File: config.mk
export PLATFORM = sky130hd
export DESIGN_NAME = data_mem_arbiter
export DESIGN_NICKNAME = d
export VERILOG_FILES = /design/src/rtl/data_mem_arbiter_pkg.sv /design/src/rtl/data_mem_arbiter_pick.sv /design/src/rtl/data_mem_arbiter.sv
export SDC_FILE = /design/constraint.sdc
export NUM_CORES = 1
export LEC_CHECK = 0
export CORE_ASPECT_RATIO = 1.1
export CORE_MARGIN = 1
export CORE_UTILIZATION = 40
export DETAILED_ROUTE_END_ITERATION = 10
export PLACE_DENSITY = 0.82
export RECOVER_POWER = 100
export SKIP_LAST_GASP = 1
export SYNTH_ARGS = -nofsm -noshare
export SYNTH_HDL_FRONTEND = slang
export SYNTH_SLANG_ARGS = --single-unit
export TNS_END_PERCENT = 30
File: constraint.sdc
create_clock -name clk -period 4.45 [get_ports clk]
set_input_delay 0.445 -clock clk [delete_from_list [all_inputs] [get_ports clk]]
set_output_delay 0.445 -clock clk [all_outputs]
set_load 0.1 [all_outputs]
File: src/rtl/data_mem_arbiter_pkg.sv
// Shared definitions for the two-port data memory arbiter: FSM state
// encoding, port index constants and default widths.
package data_mem_arbiter_pkg;

   typedef enum logic [1:0] {
      IDLE   = 2'd0,
      ACCESS = 2'd1,
      RESP   = 2'd2
   } state_t;

   localparam int PORT_CPU = 0;
   localparam int PORT_DBG = 1;

   localparam int DEF_DATA_WIDTH = 32;
   localparam int DEF_ADDR_WIDTH = 6;

endpackage

File: src/rtl/data_mem_arbiter_pick.sv
// Winner selection for the data memory arbiter. Purely combinational.
// Build option: MEMARB_ROUND_ROBIN_EN selects round-robin arbitration
// (tie goes to the port not granted last); otherwise fixed priority with
// port 0 always winning and the last-granted input ignored.
module mem_arb_pick (
   input  logic [1:0] req,
   input  logic       last,
   output logic       grant
);

`ifdef MEMARB_ROUND_ROBIN_EN
   // On a tie favour the port that did not win last; a lone requester wins outright.
   always_comb begin
      if (req == 2'b11) begin
         grant = ~last;
      end else begin
         grant = req[1] & ~req[0];
      end
   end
`else
   // Fixed priority: the CPU port wins whenever it asks.
   logic unused_last;
   assign unused_last = last;
   assign grant       = req[1] & ~req[0];
`endif

endmodule

File: src/rtl/data_mem_arbiter.sv
// Two-port arbiter in front of a single-port data memory (CPU on port 0,
// debug/loader on port 1). Each access takes IDLE -> ACCESS -> RESP, so a
// continuously requesting port gets one access every three cycles.
// Build option: MEMARB_ROUND_ROBIN_EN enables round-robin arbitration and the
// last-granted pointer; without it port 0 has fixed priority.
module data_mem_arbiter
   import data_mem_arbiter_pkg::*;
#(
   parameter int DATA_WIDTH = DEF_DATA_WIDTH,
   parameter int ADDR_WIDTH = DEF_ADDR_WIDTH
) (
   input  logic                  clk,
   input  logic                  rst_n,
   input  logic [1:0]            req,
   input  logic [1:0]            we,
   input  logic [ADDR_WIDTH-1:0] addr0,
   input  logic [ADDR_WIDTH-1:0] addr1,
   input  logic [DATA_WIDTH-1:0] wdata0,
   input  logic [DATA_WIDTH-1:0] wdata1,
   output logic [1:0]            ack,
   output logic [DATA_WIDTH-1:0] rdata,
   output logic [ADDR_WIDTH-1:0] mem_addr,
   output logic [DATA_WIDTH-1:0] mem_data,
   output logic                  mem_write,
   output logic                  mem_read,
   input  logic [DATA_WIDTH-1:0] mem_q
);

   state_t state;
   logic   owner;
   logic   grant;
   logic   last_grant;

   mem_arb_pick u_pick (
      .req   (req),
      .last  (last_grant),
      .grant (grant)
   );

`ifdef MEMARB_ROUND_ROBIN_EN
   // Remember who won at each grant so the next tie goes the other way.
   always_ff @(posedge clk or negedge rst_n) begin
      if (!rst_n) begin
         last_grant <= 1'b1;
      end else if (state == IDLE && req != 2'b00) begin
         last_grant <= grant;
      end
   end
`else
   assign last_grant = 1'b1;
`endif

   // Access FSM; the memory strobes, ack and rdata are all registered here.
   // NOTE: every output is cleared by the asynchronous reset, so pulling rst_n
   // low mid-ACCESS drops mem_write before the next edge and the write is lost.
   always_ff @(posedge clk or negedge rst_n) begin
      if (!rst_n) begin
         state     <= IDLE;
         owner     <= 1'b0;
         ack       <= 2'b00;
         rdata     <= '0;
         mem_addr  <= '0;
         mem_data  <= '0;
         mem_write <= 1'b0;
         mem_read  <= 1'b0;
      end else begin
         // NOTE: non-blocking assignments everywhere so every register samples
         // pre-edge values regardless of statement order.
         case (state)
            IDLE: begin
               if (req != 2'b00) begin
                  state     <= ACCESS;
                  owner     <= grant;
                  mem_addr  <= grant ? addr1 : addr0;
                  mem_data  <= grant ? wdata1 : wdata0;
                  mem_write <= we[grant];
                  mem_read  <= ~we[grant];
               end
            end
            ACCESS: begin
               state     <= RESP;
               if (mem_read) begin
                  rdata <= mem_q;
               end
               ack       <= owner ? 2'b10 : 2'b01;
               mem_addr  <= '0;
               mem_data  <= '0;
               mem_write <= 1'b0;
               mem_read  <= 1'b0;
            end
            RESP: begin
               state <= IDLE;
               ack   <= 2'b00;
            end
            default: begin
               state <= IDLE;
            end
         endcase
      end
   end

endmodule

======== After elaboration in Yosys (flattened, before gate mapping) ========
Index checks and enable logic that the tools add are counted.
storage, ports and cells
  register bits after elaboration ......... 77
  input port bits ......................... 114
  output and inout bits ................... 74
  word-level logic and storage cells ...... 38
cells by class
  order comparisons ....................... 1
  eq/ne operators ......................... 3
  muxes and demuxes ....................... 16
  bitwise operators ....................... 3
  reduce and logical (&&, ||, !) cells .... 7
operators by type and width
  kind                count
  $mux 32             2
  $pmux 32 s2         1
  $mux 6              2
  $pmux 6 s2          1
  $pmux 2 s2          2
  $reduce_and 2->1    3
  $reduce_bool 2->1   3
  $mux 1              4
  $mux 2              2
  $pmux 1 s2          2
  $eq 2x1->1 const B  1
  $eq 2x2->1 const B  1
  $logic_not 2->1     1
  $lt 1x2->1 const B  1
  $ne 2x2->1 const B  1
  $not 1->1           2
  $and 1x1->1         1

======== Logic depth before layout (Yosys ltp) ========
Gate-level depths: netlist of run 1.
  word-level depth ........................ 7
  mapped depth ............................ 7
  gate-level depth less buffers ........... 5

======== Modules after synthesis ========
A second synthesis of run 1 with hierarchy kept.
unflattened totals
  cell total of the unflattened synthesis .. 270
  area total of the unflattened synthesis .. 3628.5 µm²
by module, submodules not included
  module            times used  cells each  area an instance (µm²)  seq. area each (µm²)
  data_mem_arbiter  1           269         3614.7                  1926.8
  mem_arb_pick      1           1           13.8                    0.0

======== Least setup slack after synthesis of run 1 ========
No wires, ideal clock.
  path kind ............................... register to register
  start point ............................. register mem_read
  end point ............................... register rdata[0]
  setup time .............................. 126 ps
  data arrival time ....................... 1658 ps
  required time ........................... 4324 ps
  path slack .............................. 2666 ps
  cell stages (with the launch flop) ...... 4
  path buffers ............................ 1
  period minus slack after synthesis ...... 1784 ps
  cell sequence ........................... dfrtp_1 -> nand2_1 -> buf_2 -> mux2_2
between the ends
  cells in the longest elaborated chain, start to end .. 1
ends and longest elaborated chain
  element                            line                    RTL
  start, declared                    data_mem_arbiter.sv:25  output logic mem_read,
  start signal, assigned             data_mem_arbiter.sv:77  mem_read <= ~we[grant];
  $reduce_and 2->1 (no source line)  --
  end signal, assigned               data_mem_arbiter.sv:83  rdata <= mem_q;
  end, declared                      data_mem_arbiter.sv:21  output logic [DATA_WIDTH-1:0] rdata,
No other way between the ends.
A chain may end at the register's enable or synchronous reset.

======== Worst setup path in the final report of run 1 ========
  start point ............................. register state[1]
  end point ............................... register mem_read
between the ends
  cells in the longest elaborated chain, start to end .. 3
  elaborated cells between the ends (all ways) .. 6
  those cells by class .................... 2 x eq/ne; 1 x mux; 3 x reduce/logical
ends and longest elaborated chain
  element                                                                  line                    RTL
  start, declared                                                          data_mem_arbiter.sv:29  state_t state;
  start signal, assigned                                                   data_mem_arbiter.sv:58  state <= IDLE;
  start signal, assigned                                                   data_mem_arbiter.sv:72  state <= ACCESS;
  start signal, assigned                                                   data_mem_arbiter.sv:81  state <= RESP;
  $eq 2x1->1 / $logic_not 2->1 (equally long branches)                     data_mem_arbiter.sv:69  case (state)
  $reduce_bool 2->1 (no source line) / $ne 2x2->1 (equally long branches)  --
  $reduce_and 2->1 (no source line)                                        --
Several ways; a longest one is shown, not always the timed one.

==> results of run 1 <==
[metal layers]
metal  global-route usage  part of all wire  vias up
met1               0.2332              0.41     1267
met2               0.3409              0.48      130
met5                    0                 0        -
li1                     -                 -     1220
met3              0.06575             0.086       16
met4              0.06960             0.018        0
[cell families after synthesis]
family,after synthesis
and+or+nand+nor,10
muxes,74
DFF,77
buffers and inverters,20
adders and majority gates,5
AOI/OAI and AO/OA,44
[area by class of cell]
| type | instances | share of cell area |
|---|---|---|
| flip-flops and latches | 77 | 0.3496 |
| repair buffers | 190 | 0.3421 |
| multi-input cells | 133 | 0.2377 |
| well taps | 111 | 0.02520 |
| clock buffers | 10 | 0.02316 |
| clock inverters | 6 | 0.02020 |
| inverters | 3 | 0.002043 |
[how the worst max path moves through the flow]
stage / depth (start not counted) / start / end / slack [ns]
after global placement: 4 / req[1] / mem_read / 2.09
after detailed placement: 5 / req[0] / mem_data[11] / 2.01
after CTS: 1 / mem_addr[2] / mem_addr[2] / 2.10
after global routing: 5 / state[0] / mem_read / 1.42
after floorplan: 3 / mem_read / rdata[0] / 2.67
final: 5 / state[1] / mem_read / 1.65
[sequential cells by signal (all words and copies together), names as in the netlist]
signal     count
ack            2
mem_addr       6
mem_data      32
mem_read       1
mem_write      1
owner          1
rdata         32
state          2
[critical path: cells and delay by family (launching register included)]
family	cells	cell delay, ns
buf+inv	1	0.13
fa+ha+maj	1	0.26
simple gates	2	1.64
flops	1	0.40
compound gates	1	0.29
[through the flow]
stage / hold WS (ns) / cells
finish: 0.4803 / 530
CTS: 0.2769 / 530
detailed placement: 0.4724 / 514
global placement: 0.4703 / 514
global route: 0.5006 / 530
floorplan: 0.1494 / 230
[cells in the final DEF (no fill, tap or decap), drive strengths merged, types with 2 or more instances in the layout]
master,instances
clkdlybuf4s50,112
dfrtp,77
dlygate4sd3,74
mux2i,39
o2bb2ai,38
mux2,35
clkbuf,12
ha,5
inv,3
nor2,3
bufinv,3
nor3b,2
o21ai,2
a21oi,2
buf,2
clkinv,2
==> run metrics, run 1 <==
status finished with violations; failing checks max-capacitance violations, max-slew violations; clk buf depth 2; XOR/XNOR share of the synthesized area 0; total die area 9060 um^2; die width 90.85 um; first-pass GRT wire length 14230 um; top cell type's share of synthesized area 0.5548; final-report max-slew violation count 152; Sink Count 77; largest cells by area after synthesis dfrtp_1, mux2_2, mux2i_1; Final WS setup 1.653 ns; Tightest Pin Transition 1.884 ns; Root Driver clkbuf_8; Crit-path slowest cell or2_1; post-DR vias/cell 4.968; synth cell count leaders dfrtp_1, mux2i_1, mux2_2; Crit Path Category flip-flop to flip-flop; largest net degree at the start of global routing 78; antenna violations before repair 0; HP Start mem_data[13]; final hold vios 0; # fillers 653; crit end category flip-flop; clk_lat worst skew 0.34 ns; Compound-Gate Fraction of Synth Area 0.1437; type of the worst min-delay path flip-flop to flip-flop; cell accounting for the most synthesized area dfrtp_1; Endpoint, Worst Hold mem_data[13]; Cell variety after synth 23; Fmax 0.3576 GHz; Die H 99.73 um; worst-path fanout max 40; post-layout util 0.6555; # Max-Cap Violations 3; Fin Setup TNS 0 ns; via count 2633; Seq/Total Area, Yosys 0.5548; number of global-route vias before repair 2915; hold depth 1; final instance area 5512 um^2; RePlAce Congestion 0.7353; max incr delay on CP 1.20 ns; Ant. Diodes 0; row cnt 35; FF/Latch Area 1927 um^2; period utilization 0.6285; synthesized area per cell 15.10 um^2; ys async rst share 1.000; gr usage total 0.1984; Final #Nets 533; I/O Buffers 187; mux cell area share after synthesis 0.2259; Core ar. 8408 um^2; CTS tree built; Ports 188; Hold-fix buffers, CTS 0; launch point of the worst reg-to-reg path state[1]; number of synthesized flops with an enable pin 0; worst path cell trace inv_1, ha_1, nor3b_1, or2_1, a22o_1; H-tree Lvls 3; Max-slew headroom -0.2557; Worst-path clk slew 0.07 ns; layout cells sized above 1 0.1384; post-cts gate resize count 0; Synth Instances 230; RSZ-0062 raised after global routing false; Post-Syn Nets 349; Clock Skews 0.01161 ns; Reg2Reg Depth 5; register-to-register setup slack 1.65 ns; top-count cell post-synth dfrtp_1; Cell Area, Placed 5384 um^2; Pre-Repair DR Iteration Count 4; Post-Synth Adder-Cell Area 0.01801; DR WL/cell 16.50 um; largest family of logic cells by synthesized area multiplexers; post-CTS setup buffer count 0; dpl ws 2.009 ns; number of synthesized register bits 77; Yosys warning count 0; multi-input logic area 1310 um^2; initial core utilization 0.4131; RR Endpoint mem_read; Cell Area, Synth 3473 um^2; Simple-Gate Fraction of Synth Area 0.01909; startpoint types flip-flop; # DRC 0; ys flop type dfrtp_1; # setup viols final 0; dpl hpwl 6409 um; Num CTS Buffers 9; area grow syn2layout 58.68%; crit path time final 2.797 ns; Arr. time, crit path 3.06 ns; first-iteration detailed-routing DRC count 68; Detail Route Antenna Nets 0; Routed WL 8743 um; gr ovfl total 0; Data required, critical path 4.72 ns
Power of run 1 is left out: the tool's default activity adds up to more than one toggle a clock period on the data nets, which glitch-free logic cannot reach.
==> run 2, diff against run 1 <==
--- a/config.mk
+++ b/config.mk
@@ -7,9 +7,9 @@
 export LEC_CHECK = 0
 export CORE_ASPECT_RATIO = 1.1
 export CORE_MARGIN = 1
-export CORE_UTILIZATION = 40
+export CORE_UTILIZATION = 35
 export DETAILED_ROUTE_END_ITERATION = 10
-export PLACE_DENSITY = 0.82
+export PLACE_DENSITY = 0.76
 export RECOVER_POWER = 100
 export SKIP_LAST_GASP = 1
 export SYNTH_ARGS = -nofsm -noshare
==> constraint.sdc (replaced) <==
create_clock -name clk -period 2.4 [get_ports clk]
set_input_delay 0.24 -clock clk [delete_from_list [all_inputs] [get_ports clk]]
set_output_delay 0.24 -clock clk [all_outputs]
set_load 0.1 [all_outputs]
==> run metrics, run 2 (same netlist as run 1, synthesis figures left out) <==
Core ar. 9490 um^2; final hold vios 0; post-CTS setup buffer count 0; most common cell after layout, fill and taps aside clkdlybuf4s50_1; status finished, final reports clean; # DRC 0; gr ovfl total 0; type of the worst min-delay path flip-flop to flip-flop; row cnt 37; Die H 106.5 um; startpoint types flip-flop; crit end category flip-flop; RePlAce Congestion 0.7235; Fin Setup TNS 0 ns; Crit Path Category flip-flop to flip-flop; dpl hpwl 6580 um; CP delay by family, top simple AND/OR/NAND/NOR gates; layout cells sized above 1 0.1466; Detail Route Antenna Nets 0; clk_lat worst skew 0.34 ns; largest net degree at the start of global routing 46; gr usage total 0.1700; Max-slew headroom 0.1743; RSZ-0062 raised after global routing false; Largest regs mem_data x32, rdata x32, mem_addr x6; Fmax 0.5100 GHz; post-cts gate resize count 0; max incr delay on CP 0.80 ns; first-pass GRT wire length 13940 um; via count 2643; Tightest Pin Transition 1.244 ns; leading cell types in the layout, fill and taps excluded clkdlybuf4s50_1, dfrtp_1, clkbuf_1; number of global-route vias before repair 2830; Final #Nets 537; crit path time final 1.961 ns; Buf/Inv on CP 1; final-report max-slew violation count 0; Data required, critical path 2.65 ns; CTS tree built; worst-path fanout max 38; # Max-Cap Violations 0; # setup viols final 0; antenna violations before repair 0; Clock Skews 0.004039 ns; Hold-fix buffers, CTS 1; die width 96.98 um; area grow syn2layout 45.57%; clk buf depth 2; Num CTS Buffers 9; Sink Count 77; post-DR vias/cell 4.894; Crit-path slowest cell or3b_2; Ant. Diodes 0; Arr. time, crit path 2.21 ns; Root Driver clkbuf_8; Ports 188; total die area 10330 um^2; first-iteration detailed-routing DRC count 55; Pre-Repair DR Iteration Count 4; Routed WL 8688 um; H-tree Lvls 3; period utilization 0.8170; I/O Buffers 187; initial core utilization 0.3660; DR WL/cell 16.09 um; Worst-path clk slew 0.07 ns; worst path cell trace inv_1, ha_1, or3b_2, o2bb2ai_1
-- run 2: stage by stage --
step           utilization  std cells  hold slack [ns]  worst slack, ns  instance area (um^2)
2_1_floorplan            -        230         -0.05559           0.6158                  3473
3_3_place_gp        0.5549        523           0.2072           0.5077                  5266
3_5_place_dp        0.5549        523           0.2160           0.4702                  5266
4_1_cts             0.5760        540           0.3881           0.4390                  5466
5_1_grt             0.5328        540           0.4925           0.2757                  5056
6_report            0.5328        540           0.4899           0.4391                  5056
-- run 2: worst paths after layout --
kind                               from           end  slack [ns]  depth (start not counted)
max                            state[0]  mem_data[15]        0.44                          4
min                        mem_data[11]  mem_data[11]        0.49                          1
max reg2reg                    state[0]  mem_data[15]        0.44                          4
min reg2reg                mem_data[11]  mem_data[11]        0.49                          1
max in group asynchronous         rst_n     rdata[24]        0.69                          3
min in group asynchronous         rst_n  mem_data[18]        0.52                          2
-- run 2: layout make-up --
type | instances | area, um^2
well taps | 117 | 146.4
flip-flops and latches | 77 | 1927
repair buffers | 194 | 1481
fillers | 880 | 4434
clock buffers | 16 | 190.2
inverters | 3 | 11.26
multi-input cells | 133 | 1300
-- run 2: per-layer routing --
| metal | track usage | part of all wire | vias to the layer above |
|---|---|---|---|
| met5 | 0 | 0 | - |
| met4 | 0.07356 | 0.019 | 0 |
| met2 | 0.2817 | 0.48 | 127 |
| li1 | - | - | 1221 |
| met3 | 0.04997 | 0.086 | 14 |
| met1 | 0.2056 | 0.42 | 1281 |
Power of run 2 is left out for the same reason.
